### src/rtl/led_pattern_gen.sv
// Multi-channel LED pattern generator: each channel is off, PWM-dimmed,
// blinking or breathing. One prescaler sets blink/breathe speed and one
// PWM counter is shared by all channels. Outputs are registered.
module led_pattern_gen #(
    parameter int NUM_CH = 3,
    parameter int PRE_W  = 24,
    parameter int PWM_W  = 8
) (
    input  logic                    clk,
    input  logic                    reset,
    input  logic [2*NUM_CH-1:0]     mode,
    input  logic [PWM_W*NUM_CH-1:0] duty,
    output logic [NUM_CH-1:0]       led,
    output logic                    tick
);

    typedef enum logic [1:0] {
        MODE_OFF     = 2'd0,
        MODE_PWM     = 2'd1,
        MODE_BLINK   = 2'd2,
        MODE_BREATHE = 2'd3
    } mode_e;

    typedef enum logic {
        DIR_UP   = 1'b0,
        DIR_DOWN = 1'b1
    } dir_e;

    localparam logic [PRE_W-1:0] PRE_ZERO = {PRE_W{1'b0}};
    localparam logic [PRE_W-1:0] PRE_ONE  = {{(PRE_W-1){1'b0}}, 1'b1};
    localparam logic [PRE_W-1:0] PRE_MAX  = {PRE_W{1'b1}};
    localparam logic [PWM_W-1:0] LVL_ZERO = {PWM_W{1'b0}};
    localparam logic [PWM_W-1:0] LVL_ONE  = {{(PWM_W-1){1'b0}}, 1'b1};
    localparam logic [PWM_W-1:0] LVL_MAX  = {PWM_W{1'b1}};

    // Shared timebase
    logic [PRE_W-1:0]  pre_cnt_r;
    logic [PWM_W-1:0]  pwm_cnt_r;

    // Per-channel state
    mode_e             mode_q_r    [NUM_CH];
    logic [NUM_CH-1:0] phase_r;
    logic [PWM_W-1:0]  level_r     [NUM_CH];
    dir_e              dir_r       [NUM_CH];

    // Per-channel decode and next-state values
    mode_e             mode_s      [NUM_CH];
    logic [PWM_W-1:0]  duty_s      [NUM_CH];
    logic [NUM_CH-1:0] mode_chg_s;
    logic [NUM_CH-1:0] phase_nxt_s;
    logic [PWM_W-1:0]  level_nxt_s [NUM_CH];
    dir_e              dir_nxt_s   [NUM_CH];
    logic [NUM_CH-1:0] led_nxt_s;

    // Per-channel next state: mode-entry initialisation takes priority over tick advance
    always_comb begin
        for (int i = 0; i < NUM_CH; i++) begin
            mode_s[i]     = mode_e'(mode[2*i +: 2]);
            duty_s[i]     = duty[PWM_W*i +: PWM_W];
            mode_chg_s[i] = (mode_s[i] != mode_q_r[i]);

            // Blink phase
            if (mode_chg_s[i] && (mode_s[i] == MODE_BLINK)) begin
                phase_nxt_s[i] = 1'b0;
            end else if ((mode_q_r[i] == MODE_BLINK) && tick) begin
                phase_nxt_s[i] = ~phase_r[i];
            end else begin
                phase_nxt_s[i] = phase_r[i];
            end

            // Breathe triangle: endpoints are visited once, never repeated
            level_nxt_s[i] = level_r[i];
            dir_nxt_s[i]   = dir_r[i];
            if (mode_chg_s[i] && (mode_s[i] == MODE_BREATHE)) begin
                level_nxt_s[i] = LVL_ZERO;
                dir_nxt_s[i]   = DIR_UP;
            end else if ((mode_q_r[i] == MODE_BREATHE) && tick) begin
                case (dir_r[i])
                    DIR_UP: begin
                        if (level_r[i] == LVL_MAX) begin
                            dir_nxt_s[i]   = DIR_DOWN;
                            level_nxt_s[i] = LVL_MAX - LVL_ONE;
                        end else begin
                            level_nxt_s[i] = level_r[i] + LVL_ONE;
                        end
                    end
                    DIR_DOWN: begin
                        if (level_r[i] == LVL_ZERO) begin
                            dir_nxt_s[i]   = DIR_UP;
                            level_nxt_s[i] = LVL_ONE;
                        end else begin
                            level_nxt_s[i] = level_r[i] - LVL_ONE;
                        end
                    end
                    default: begin
                        level_nxt_s[i] = level_r[i];
                        dir_nxt_s[i]   = dir_r[i];
                    end
                endcase
            end else begin
                level_nxt_s[i] = level_r[i];
                dir_nxt_s[i]   = dir_r[i];
            end

            // LED drive from the live mode and the current counters/state
            case (mode_s[i])
                MODE_OFF:     led_nxt_s[i] = 1'b0;
                MODE_PWM:     led_nxt_s[i] = (pwm_cnt_r < duty_s[i]);
                MODE_BLINK:   led_nxt_s[i] = phase_r[i];
                MODE_BREATHE: led_nxt_s[i] = (pwm_cnt_r < level_r[i]);
                default:      led_nxt_s[i] = 1'b0;
            endcase
        end
    end

    // Timebase, per-channel state and registered outputs; reset overrides everything
    always_ff @(posedge clk) begin
        if (reset) begin
            pre_cnt_r <= PRE_ZERO;
            pwm_cnt_r <= LVL_ZERO;
            tick      <= 1'b0;
            led       <= {NUM_CH{1'b0}};
            phase_r   <= {NUM_CH{1'b0}};
            for (int i = 0; i < NUM_CH; i++) begin
                mode_q_r[i] <= MODE_OFF;
                level_r[i]  <= LVL_ZERO;
                dir_r[i]    <= DIR_UP;
            end
        end else begin
            pre_cnt_r <= pre_cnt_r + PRE_ONE;
            pwm_cnt_r <= pwm_cnt_r + LVL_ONE;
            tick      <= (pre_cnt_r == PRE_MAX);
            led       <= led_nxt_s;
            phase_r   <= phase_nxt_s;
            for (int i = 0; i < NUM_CH; i++) begin
                mode_q_r[i] <= mode_s[i];
                level_r[i]  <= level_nxt_s[i];
                dir_r[i]    <= dir_nxt_s[i];
            end
        end
    end

endmodule
### config.mk
export PLATFORM = sky130hd
export DESIGN_NAME = led_pattern_gen
export DESIGN_NICKNAME = d
export VERILOG_FILES = /design/src/rtl/led_pattern_gen.sv
export SDC_FILE = /design/constraint.sdc
export NUM_CORES = 1
export LEC_CHECK = 0
export CORE_UTILIZATION = 52
export CTS_CLUSTER_DIAMETER = 80
export CTS_CLUSTER_SIZE = 12
export DETAILED_ROUTE_END_ITERATION = 16
export PLACE_DENSITY = 0.73
export SYNTH_ARGS = -nofsm -noshare
export SYNTH_HDL_FRONTEND = slang
export SYNTH_SLANG_ARGS = --single-unit
### constraint.sdc
create_clock -name clk -period 2.4 [get_ports clk]
set_input_delay 0.36 -clock clk [delete_from_list [all_inputs] [get_ports clk]]
set_output_delay 0.36 -clock clk [all_outputs]
set_load 0.005 [all_outputs]
# Word-level counts from Yosys, hierarchy flattened
# Memory sizes are Yosys's and may differ from the RTL's.
# Index checks and enable logic that the tools add are counted.
[op_classes]
n_addsub = 8
magnitude_cmp = 6
n_eq_ne = 22
muxes = 45
n_bitwise = 15
reduce_logical = 21
[op_table]
columns = ["operator", "n"]
rows = [
  ["8-bit two-way mux", 15],
  ["8-bit less-than comparator", 6],
  ["8-bit one-hot mux with 2 select lines", 3],
  ["8-bit by 1-bit adder with 8-bit output (second input constant)", 4],
  ["24-bit by 1-bit adder with 24-bit output (second input constant)", 1],
  ["2-bit equality test (second input constant)", 12],
  ["24-bit equality test (second input constant)", 1],
  ["8-bit equality test (second input constant)", 3],
  ["8-bit zero test", 3],
  ["8-bit by 1-bit subtractor with 8-bit output (second input constant)", 3],
  ["1-bit two-way mux", 18],
  ["1-bit logical AND", 12],
  ["1-bit one-hot mux with 4 select lines", 3],
  ["1-bit OR", 9],
  ["2-bit by 1-bit equality test with 1-bit output (second input constant)", 3],
  ["2-bit zero test", 3],
  ["2-bit two-way mux", 3],
  ["2-bit inequality test", 3],
  ["1-bit inverter", 6],
  ["1-bit one-hot mux with 2 select lines", 3],
  ["2-bit OR reduction", 3],
]
[totals]
ff_bits = 39
ram_bits = 33
inputBits = 32
out_inout_bits = 4
elab_cells = 127
memories = 3
[memory_table]
columns = ["memory", "depth", "width", "rd", "rd_clocked_by_memory_dff", "write_ports", "line", "source"]
rows = [
  ["level_r", 3, 8, 3, 0, 3, "43", "logic [PWM_W-1:0] level_r [NUM_CH];"],
  ["mode_q_r", 3, 2, 3, 0, 3, "41", "mode_e mode_q_r [NUM_CH];"],
  ["dir_r", 3, 1, 3, 0, 3, "44", "dir_e dir_r [NUM_CH];"],
]

# Longest topological paths before layout
# Gate-level depths: netlist of the first run.
[logic_depth]
ltp_word = 6
ltp_mapped = 8
depth_no_buf = 7

# Worst setup path before layout of the first run
# OpenSTA, ideal clock, no wires.
[synth_path]
path_kind = "flip-flop to flip-flop"
start = "memory level_r[1][1] (netlist: level_r[0][9])"
end = "memory level_r[1][5] (netlist: level_r[0][13])"
setup_ps = 60
t_arrival_ps = 1773
required_time_ps = 2340
slack_ps = 566
path_stages_with_launch = 7
cell_sequence = "dfxtp_1 -> ha_1 -> nand4_1 -> or3_1 -> clkbuf_1 -> a2111oi_0 -> a311o_1"
[synth_lines]
columns = ["element", "line"]
rows = [
  ["start, declared", "43"],
]

==> impl_metrics.tcl, run 1 <==
set metrics [dict create \
    outcome "completed" \
    p_sw_mw 0.600 \
    cts.clk_slew.worst_paths_ps 90 \
    synthCells 649 \
    synth_top_family_by_area "simple AND/OR/NAND/NOR gates" \
    antenna_found_initial 0 \
    ys_ff_latch 72 \
    synthSimpleGateAreaFrac 0.262 \
    grt_usage 0.255 \
    wirelength_mm 12.4 \
    gp_congestion 0.961 \
    grt-ovfl-total 0 \
    final_cell_mix "dfxtp_1, nor2_1, inv_1" \
    cp_data_arrival_time_ps 2400 \
    hold_viol 0 \
    power_density_nw_per_um2 426 \
    syn-cell-area_um2 5050 \
    synth_compound_area_frac 0.202 \
    cts_hold_buf 0 \
    grt_max_degree 34 \
    cts_resized 0 \
    drive_gt1_frac 0.0571 \
    pwr-share-comb 0.083 \
    pwr-share-seq 0.508 \
    post-route-period-util 0.872 \
    rsz0062_at_grt "false" \
    h-tree-depth 3 \
    p_clk_frac 0.409 \
    first_iter_violations 281 \
    async_flop_share 0 \
    total_power_mw 2.43 \
    die_x_um 101 \
    worstSkewPairLatency_ps 360 \
    yosys.area_share.adder 0.131 \
    dieArea_um2 10100 \
    n_antenna_cell 0 \
    synthToLayoutAreaGrowth_pct 13.0 \
    grt_pass1_vias 4459 \
    drv_slew 0 \
    drv_cap 0 \
    finalSetupViolCount 0 \
    viasPerCell 5.94 \
    ys_top_cells_by_area "dfxtp_1, ha_1, o21ai_0" \
    fp-row-count 35 \
    vias 4825 \
    die_h_um 101 \
    avgSynthCellArea_um2 7.78 \
    drc 0 \
    intPower_mw 1.83 \
    crit_fanout 10 \
    switching_share 0.247 \
    start_util 0.541 \
    netlist.top_cell.by_area "dfxtp_1" \
    wire_per_inst_um 15.3 \
    min_path_type "reg -> reg" \
    syn_nets 734 \
    period_needed_ps 2090 \
    r2r_slack_ps 310 \
    yosysUniqueCellTypes 66 \
    clock-root-buffer "clkbuf_8" \
    ir_drop_uv 319 \
    port_buffers 35 \
    setup-tns-final_ps 0 \
    synth_top_cell_area_share 0.286 \
    cts_tree "yes" \
    drtPass1Iterations 5 \
    synth-main-ff-cell "dfxtp_1" \
    clockBufferDepth 2 \
    hpwl_mm 9.24 \
    grt_pass1_wl_mm 20.6 \
    finClkSkew_ps 18.8 \
    crit_required_ps 2710 \
    yosys_warnings 0 \
    layout_commonest_cell "dfxtp_1" \
    core_um2 9330 \
    fillers 819 \
    max_slew_margin 0.607 \
    worstSetupPathType "reg -> reg" \
    ios 36 \
    nets 763 \
    cts_made_buffers 9 \
    synth_edf_count 0 \
    synth_mux_area_frac 0.00595 \
    cp-end-kind "register" \
    yosysSeqAreaShare 0.286 \
    ant_nets 0 \
    clock_sinks 72 \
    fmax_mhz 478 \
    synth_xor_area_frac 0.0486 \
    worstMarginPinSlew_ps 589 \
    start_kind "register" \
    p_leak_nw 2.15 \
    cts_setup_buffers 0 \
]
Yosys cell counts (3+ instances only):
cell / instances
a2111oi_0: 4
a211o_1: 3
a21boi_0: 3
a21oi_1: 34
a22oi_1: 4
a311o_1: 3
a31o_2: 4
a31oi_1: 14
and2_1: 4
and3_1: 11
and4_1: 4
buf_2: 3
clkbuf_1: 18
dfxtp_1: 72
ha_1: 53
inv_1: 55
mux2i_1: 3
nand2_1: 45
nand2b_1: 11
nand3_1: 28
nand4_1: 16
nor2_1: 65
nor2b_1: 14
nor3_1: 24
nor4_1: 10
o21ai_0: 51
o22ai_1: 5
o31ai_1: 5
or3_1: 8
xnor2_1: 17
xor2_1: 11
power by group through the flow:
| stage | clock, mW | combinational, mW | sequential, mW |
|---|---|---|---|
| after floorplan | 0 | 0.107 | 1.26 |
| after global placement | 0 | 0.194 | 1.26 |
| after detailed placement | 0 | 0.201 | 1.26 |
| after CTS | 1.02 | 0.203 | 1.24 |
| after global routing | 1.07 | 0.228 | 1.24 |
| final | 0.993 | 0.202 | 1.24 |
metal layers:
layer	part of all wire	GRT usage
met4	0.013	0.0792
met5	0	0
met2	0.47	0.420
met1	0.46	0.337
met3	0.057	0.0520
stage by stage:
stage | worst slack [ps] | hold WS, ps | instance area, um2 | cells | utilization
2_1_floorplan | 566 | 426 | 5050 | 649 | -
3_3_place_gp | 441 | 436 | 5500 | 796 | 0.590
3_5_place_dp | 334 | 447 | 5500 | 796 | 0.590
4_1_cts | 330 | 459 | 5710 | 812 | 0.612
5_1_grt | 140 | 483 | 5710 | 812 | 0.612
6_report | 307 | 457 | 5710 | 812 | 0.612
cell families (layout without fill, tap and decap cells):
logic type / Yosys count / count (layout)
simple gates: 255 / 255
compound gates: 157 / 157
buf+inv: 81 / 115
flops: 72 / 72
fa+ha+maj: 53 / 53
xor+xnor: 28 / 28
mux: 3 / 3
final cells by class:
cell class | count | area (um2) | share of cell area
Clock buffer | 10 | 138 | 0.0241
Clock inverter | 6 | 66.3 | 0.0116
Inverter | 55 | 206 | 0.0362
Multi-Input combinational cell | 496 | 3280 | 0.575
Sequential cell | 72 | 1440 | 0.253
Tap cell | 129 | 161 | 0.0283
Timing Repair Buffer | 44 | 413 | 0.0724
flip-flops by register name, indices dropped and copies added (netlist names):
name       cells
pre_cnt_r     24
dir_r          3
pwm_cnt_r      8
level_r       24
phase_r        3
led            3
mode_q_r       6
tick           1
final timing paths:
check	endpoint	from	depth (start not counted)
max reg2reg	level_r[0][13]$_SDFFE_PP0P_	level_r[0][8]$_SDFFE_PP0P_	5
min	pre_cnt_r[0]$_SDFF_PP0_	pre_cnt_r[0]$_SDFF_PP0_	1
max	level_r[0][13]$_SDFFE_PP0P_	level_r[0][8]$_SDFFE_PP0P_	5
min reg2reg	pre_cnt_r[0]$_SDFF_PP0_	pre_cnt_r[0]$_SDFF_PP0_	1
worst max-delay path, stage by stage, from the launching register on:
cell and delay [ps]:
dfxtp_1 500, ha_1 300, nand4_1 190, or3_1 480, a2111oi_0 400, a311o_1 170
Note: power is estimated with default switching activity, not from simulation.
==> inputs of run 2 (changes only) <==
--- a/config.mk
+++ b/config.mk
@@ -9,6 +9,7 @@
 export CTS_CLUSTER_DIAMETER = 80
 export CTS_CLUSTER_SIZE = 12
 export DETAILED_ROUTE_END_ITERATION = 16
+export GPL_TIMING_DRIVEN = 0
 export PLACE_DENSITY = 0.73
 export SYNTH_ARGS = -nofsm -noshare
 export SYNTH_HDL_FRONTEND = slang
==> run 2 against run 1 <==
  * Setup slack worse by 160 ps
  * Sequential power hardly changed
  * Die area stayed put
  * Routed wire length is 1.2% higher
  * Largest power group unchanged
==> impl_metrics.tcl, run 2 (same netlist as run 1, synthesis figures left out) <==
set metrics [dict create \
    outcome "completed" \
    seqCellArea_um2 1440 \
    worstMarginPinSlew_ps 619 \
    fmax_mhz 444 \
    path_cells "ha_1 -> nand4_1 -> or3_1 -> clkbuf_1 -> a2111oi_1 -> a311o_1" \
    grt-ovfl-total 0 \
    cp-end-kind "register" \
    critPathMaxStageDelay_ps 490 \
    wirelength_mm 12.6 \
    drv_cap 0 \
    drtPass1Iterations 5 \
    synthToLayoutAreaGrowth_pct 14.4 \
    ir_drop_uv 308 \
    cts_setup_buffers 0 \
    power_density_nw_per_um2 427 \
    ant_nets 0 \
    grt_pass1_wl_mm 21.4 \
    start_kind "register" \
    cts_hold_buf 0 \
    critPathTopFamily "compound AO/OA/AOI/OAI gates" \
    path_buf_inv 1 \
    finalNonFillerCells 829 \
    nets 780 \
    h-tree-depth 3 \
    antenna_found_initial 0 \
    p_leak_nw 2.16 \
    worstSkewPairLatency_ps 360 \
    wire_per_inst_um 15.2 \
    setup-tns-final_ps 0 \
    die_x_um 101 \
    fp-row-count 35 \
    ios 36 \
    finClkSkew_ps 13.5 \
    port_buffers 35 \
    drc 0 \
    die_h_um 101 \
    dp.cells 813 \
    final_cell_mix "dfxtp_1, nor2_1, inv_1" \
    r2r_slack_ps 150 \
    fillers 865 \
    placed_area_um2 5560 \
    gp_congestion 0.912 \
    vias 4900 \
    first_iter_violations 273 \
    grt_usage 0.266 \
    min_path_type "reg -> reg" \
    grt_pass1_vias 4554 \
    clock_sinks 72 \
    clock-root-buffer "clkbuf_8" \
    hold_viol 0 \
    cp_data_arrival_time_ps 2550 \
    dieArea_um2 10100 \
    utilization 0.619 \
    max_slew_margin 0.584 \
    fin_area_um2 5780 \
    drv_slew 0 \
    hpwl_mm 9.16 \
    finalSetupViolCount 0 \
    multi_input_area_um2 3290 \
    cts.clk_slew.worst_paths_ps 90 \
    drive_gt1_frac 0.0543 \
    cts_made_buffers 9 \
    reg_top3 "level_r (24), pre_cnt_r (24), pwm_cnt_r (8)" \
    crit_required_ps 2700 \
    core_um2 9330 \
    n_antenna_cell 0 \
    start_util 0.541 \
    layout_commonest_cell "dfxtp_1" \
    period_needed_ps 2250 \
    worstSetupPathType "reg -> reg" \
    post-route-period-util 0.938 \
    cts_tree "yes" \
    grt_max_degree 16 \
    clockBufferDepth 2 \
    crit_fanout 8 \
    rsz0062_at_grt "false" \
    critPathSlowestCell "dfxtp_1" \
    viasPerCell 5.91 \
]
-- run 2: cell type report --
type,instances,area share
clock inverter,7,0.0143
buffer,26,0.0212
inverter,55,0.0357
timing repair buffer,35,0.0607
sequential,72,0.250
tap,129,0.0279
clock buffer,9,0.0214
multi-input combinational,496,0.569
-- run 2: report_power, final --
| part | total (mW) | switching, mW | internal [mW] |
|---|---|---|---|
| Combinational | 0.208 | 0.0985 | 0.109 |
| Sequential | 1.23 | 0.0231 | 1.21 |
| Clock | 1.02 | 0.527 | 0.498 |
| Total | 2.47 | 0.648 | 1.82 |
-- run 2: what timing repair did --
| action | in CTS | in global routing |
|---|---|---|
| gates resized for setup | 0 | 5 |
| endpoints found under the setup margin | 0 | 24 |
| endpoints found under the hold margin | 0 | 0 |
-- run 2: stage by stage --
step | hold WS (ps) | power [mW] | worst slack [ps]
global placement | 439 | 1.46 | -274
global route | 487 | 2.57 | 66.6
detailed placement | 453 | 1.47 | -314
CTS | 473 | 2.49 | 70.3
floorplan | 426 | 1.36 | 566
finish | 474 | 2.47 | 148
-- run 2: metal layers --
layer,vias up,track usage,wire [um]
met5,-,0,0
met3,18,0.0437,743
met2,150,0.445,5890
met1,2285,0.348,5750
met4,0,0.0903,201
li1,2447,-,-
-- run 2: worst register-to-register path: stages, from the launching register on --
cell	delay [ps]
dfxtp_1	490
ha_1	310
nand4_1	200
or3_1	350
clkbuf_1	200
a2111oi_1	470
a311o_1	190
-- run 2: worst paths after layout --
check / start / to / depth (start not counted)
worst min-delay path: pre_cnt_r[0]$_SDFF_PP0_ / pre_cnt_r[0]$_SDFF_PP0_ / 1
worst max-delay path: level_r[0][9]$_SDFFE_PP0P_ / level_r[0][13]$_SDFFE_PP0P_ / 6
worst min register to register: pre_cnt_r[0]$_SDFF_PP0_ / pre_cnt_r[0]$_SDFF_PP0_ / 1
worst max register to register: level_r[0][9]$_SDFFE_PP0P_ / level_r[0][13]$_SDFFE_PP0P_ / 6
==> inputs of run 3 (changes only) <==
--- a/config.mk
+++ b/config.mk
@@ -9,8 +9,9 @@
 export CTS_CLUSTER_DIAMETER = 80
 export CTS_CLUSTER_SIZE = 12
 export DETAILED_ROUTE_END_ITERATION = 16
+export DONT_BUFFER_PORTS = 1
 export GPL_TIMING_DRIVEN = 0
-export PLACE_DENSITY = 0.73
+export PLACE_DENSITY = 0.68
 export SYNTH_ARGS = -nofsm -noshare
 export SYNTH_HDL_FRONTEND = slang
 export SYNTH_SLANG_ARGS = --single-unit
==> run 3 against run 2 <==
  * Worst hold slack got worse by 400 ps
  * Sequential cell count did not move
  * Via count fell by 3.0%
  * Critical path type unchanged
  * Critical endpoint unchanged
==> impl_metrics.tcl, run 3 (same netlist as run 1, synthesis figures left out) <==
set metrics [dict create \
    cts.clk_slew.worst_paths_ps 90 \
    vias 4751 \
    drive_gt1_frac 0.0511 \
    synthToLayoutAreaGrowth_pct 7.09 \
    antenna_found_initial 0 \
    power_density_nw_per_um2 438 \
    cp_data_arrival_time_ps 2540 \
    finalSetupViolCount 0 \
    cts_setup_buffers 0 \
    r2r-start "level_r[0][9]$_SDFFE_PP0P_" \
    r2r_slack_ps 160 \
    ios 36 \
    gp_congestion 0.901 \
    crit_required_ps 2690 \
    final_cell_mix "dfxtp_1, nor2_1, inv_1" \
    grt_pass1_vias 4279 \
    worstMarginPinSlew_ps 778 \
    hold_viol 0 \
    min_path_type "in -> reg" \
    h-tree-depth 3 \
    grt-ovfl-total 0 \
    worstSetupPathType "reg -> reg" \
    outcome "completed" \
    grt_pass1_wl_mm 20.4 \
    cp-end-kind "register" \
    finClkSkew_ps 13.7 \
    period_needed_ps 2240 \
    fp-row-count 35 \
    worstSkewPairLatency_ps 360 \
    die_h_um 101 \
    hpwl_mm 9.17 \
    fin_area_um2 5410 \
    wirelength_mm 12.4 \
    viasPerCell 5.98 \
    nets 745 \
    grt_usage 0.255 \
    reg2reg_depth 6 \
    clockBufferDepth 2 \
    drtPass1Iterations 5 \
    hold_depth 1 \
    drv_cap 0 \
    start_kind "register" \
    fmax_mhz 446 \
    first_iter_violations 238 \
    post-route-period-util 0.934 \
    rsz0062_at_grt "false" \
    utilization 0.579 \
    wire_per_inst_um 15.6 \
    cts_tree "yes" \
    ir_drop_uv 309 \
    dp.cells 778 \
    cts_made_buffers 9 \
    crit_fanout 8 \
    ant_nets 0 \
    port_buffers 0 \
    drc 0 \
    die_x_um 101 \
    p_leak_nw 2.02 \
    placed_area_um2 5210 \
    start_util 0.541 \
    n_antenna_cell 0 \
    whs_ps 69.8 \
    regToRegEndpoint "level_r[0][13]$_SDFFE_PP0P_" \
    grt_max_degree 14 \
    core_um2 9330 \
    hold-path-endpoint "mode_q_r[0][0]$_SDFF_PP0_" \
    max_slew_margin 0.477 \
    dieArea_um2 10100 \
    finalNonFillerCells 794 \
    clock-root-buffer "clkbuf_8" \
    hp-start "reset" \
    layout_commonest_cell "dfxtp_1" \
    drv_slew 0 \
    setup-tns-final_ps 0 \
    reg_top3 "level_r (24), pre_cnt_r (24), pwm_cnt_r (8)" \
    clock_sinks 72 \
]
==> run 3: cell types whose count changed in the layout (fill, tap and decap cells not counted), sizes merged <==
cell	delta
clkdlybuf4s50	-35
clkinv	+1
inv	-2
buf	+1
==> run 3: critical path: stages (launching register included) <==
cell	delay, ps
dfxtp_1	470
ha_1	310
nand4_1	210
or3_1	360
clkbuf_1	190
a2111oi_1	440
a311o_1	190
==> run 3: timing repair <==
| action | 4_1_cts | 5_1_grt |
|---|---|---|
| resized for setup | 0 | 1 |
| setup endpoints to repair | 0 | 1 |
| hold buffers | 0 | 0 |
==> run 3: layer usage <==
| metal | up-vias | GRT usage | routed length, um |
|---|---|---|---|
| met1 | 2224 | 0.343 | 5680 |
| met3 | 13 | 0.0361 | 644 |
| met4 | 0 | 0.0758 | 155 |
| li1 | 2374 | - | - |
| met2 | 140 | 0.425 | 5900 |
| met5 | - | 0 | 0 |
==> run 3: worst max-delay path by stage <==
| stage | startpoint | end | cells past startpoint |
|---|---|---|---|
| 3_3_place_gp | level_r[0][9]$_SDFFE_PP0P_ | level_r[0][13]$_SDFFE_PP0P_ | 6 |
| 4_1_cts | level_r[0][9]$_SDFFE_PP0P_ | level_r[0][13]$_SDFFE_PP0P_ | 6 |
| 2_1_floorplan | level_r[0][9]$_SDFFE_PP0P_ | level_r[0][13]$_SDFFE_PP0P_ | 6 |
| 6_report | level_r[0][9]$_SDFFE_PP0P_ | level_r[0][13]$_SDFFE_PP0P_ | 6 |
| 5_1_grt | level_r[0][16]$_SDFFE_PP0P_ | level_r[0][17]$_SDFFE_PP0P_ | 5 |
| 3_5_place_dp | level_r[0][9]$_SDFFE_PP0P_ | level_r[0][13]$_SDFFE_PP0P_ | 6 |
==> run 3: report_power, final <==
part	switching [mW]	internal, mW	total [mW]	leakage [nW]
Combinational	0.0794	0.0607	0.140	1.34
Sequential	0.0267	1.21	1.24	0.583
Clock	0.504	0.486	0.990	0.0933
==> run 3: stage by stage <==
stage | setup WS, ps | power, mW
5_1_grt | 9.16 | 2.46
4_1_cts | 167 | 2.38
2_1_floorplan | 566 | 1.36
3_3_place_gp | 236 | 1.40
3_5_place_dp | 230 | 1.41
6_report | 159 | 2.37
==> run 3: layout make-up <==
cell class | count | area, um2
multi-input combinational | 496 | 3280
clock inverter | 6 | 67.6
buffer | 26 | 120
tap | 129 | 161
sequential | 72 | 1440
inverter | 55 | 206
fill | 890 | 3920
clock buffer | 10 | 128
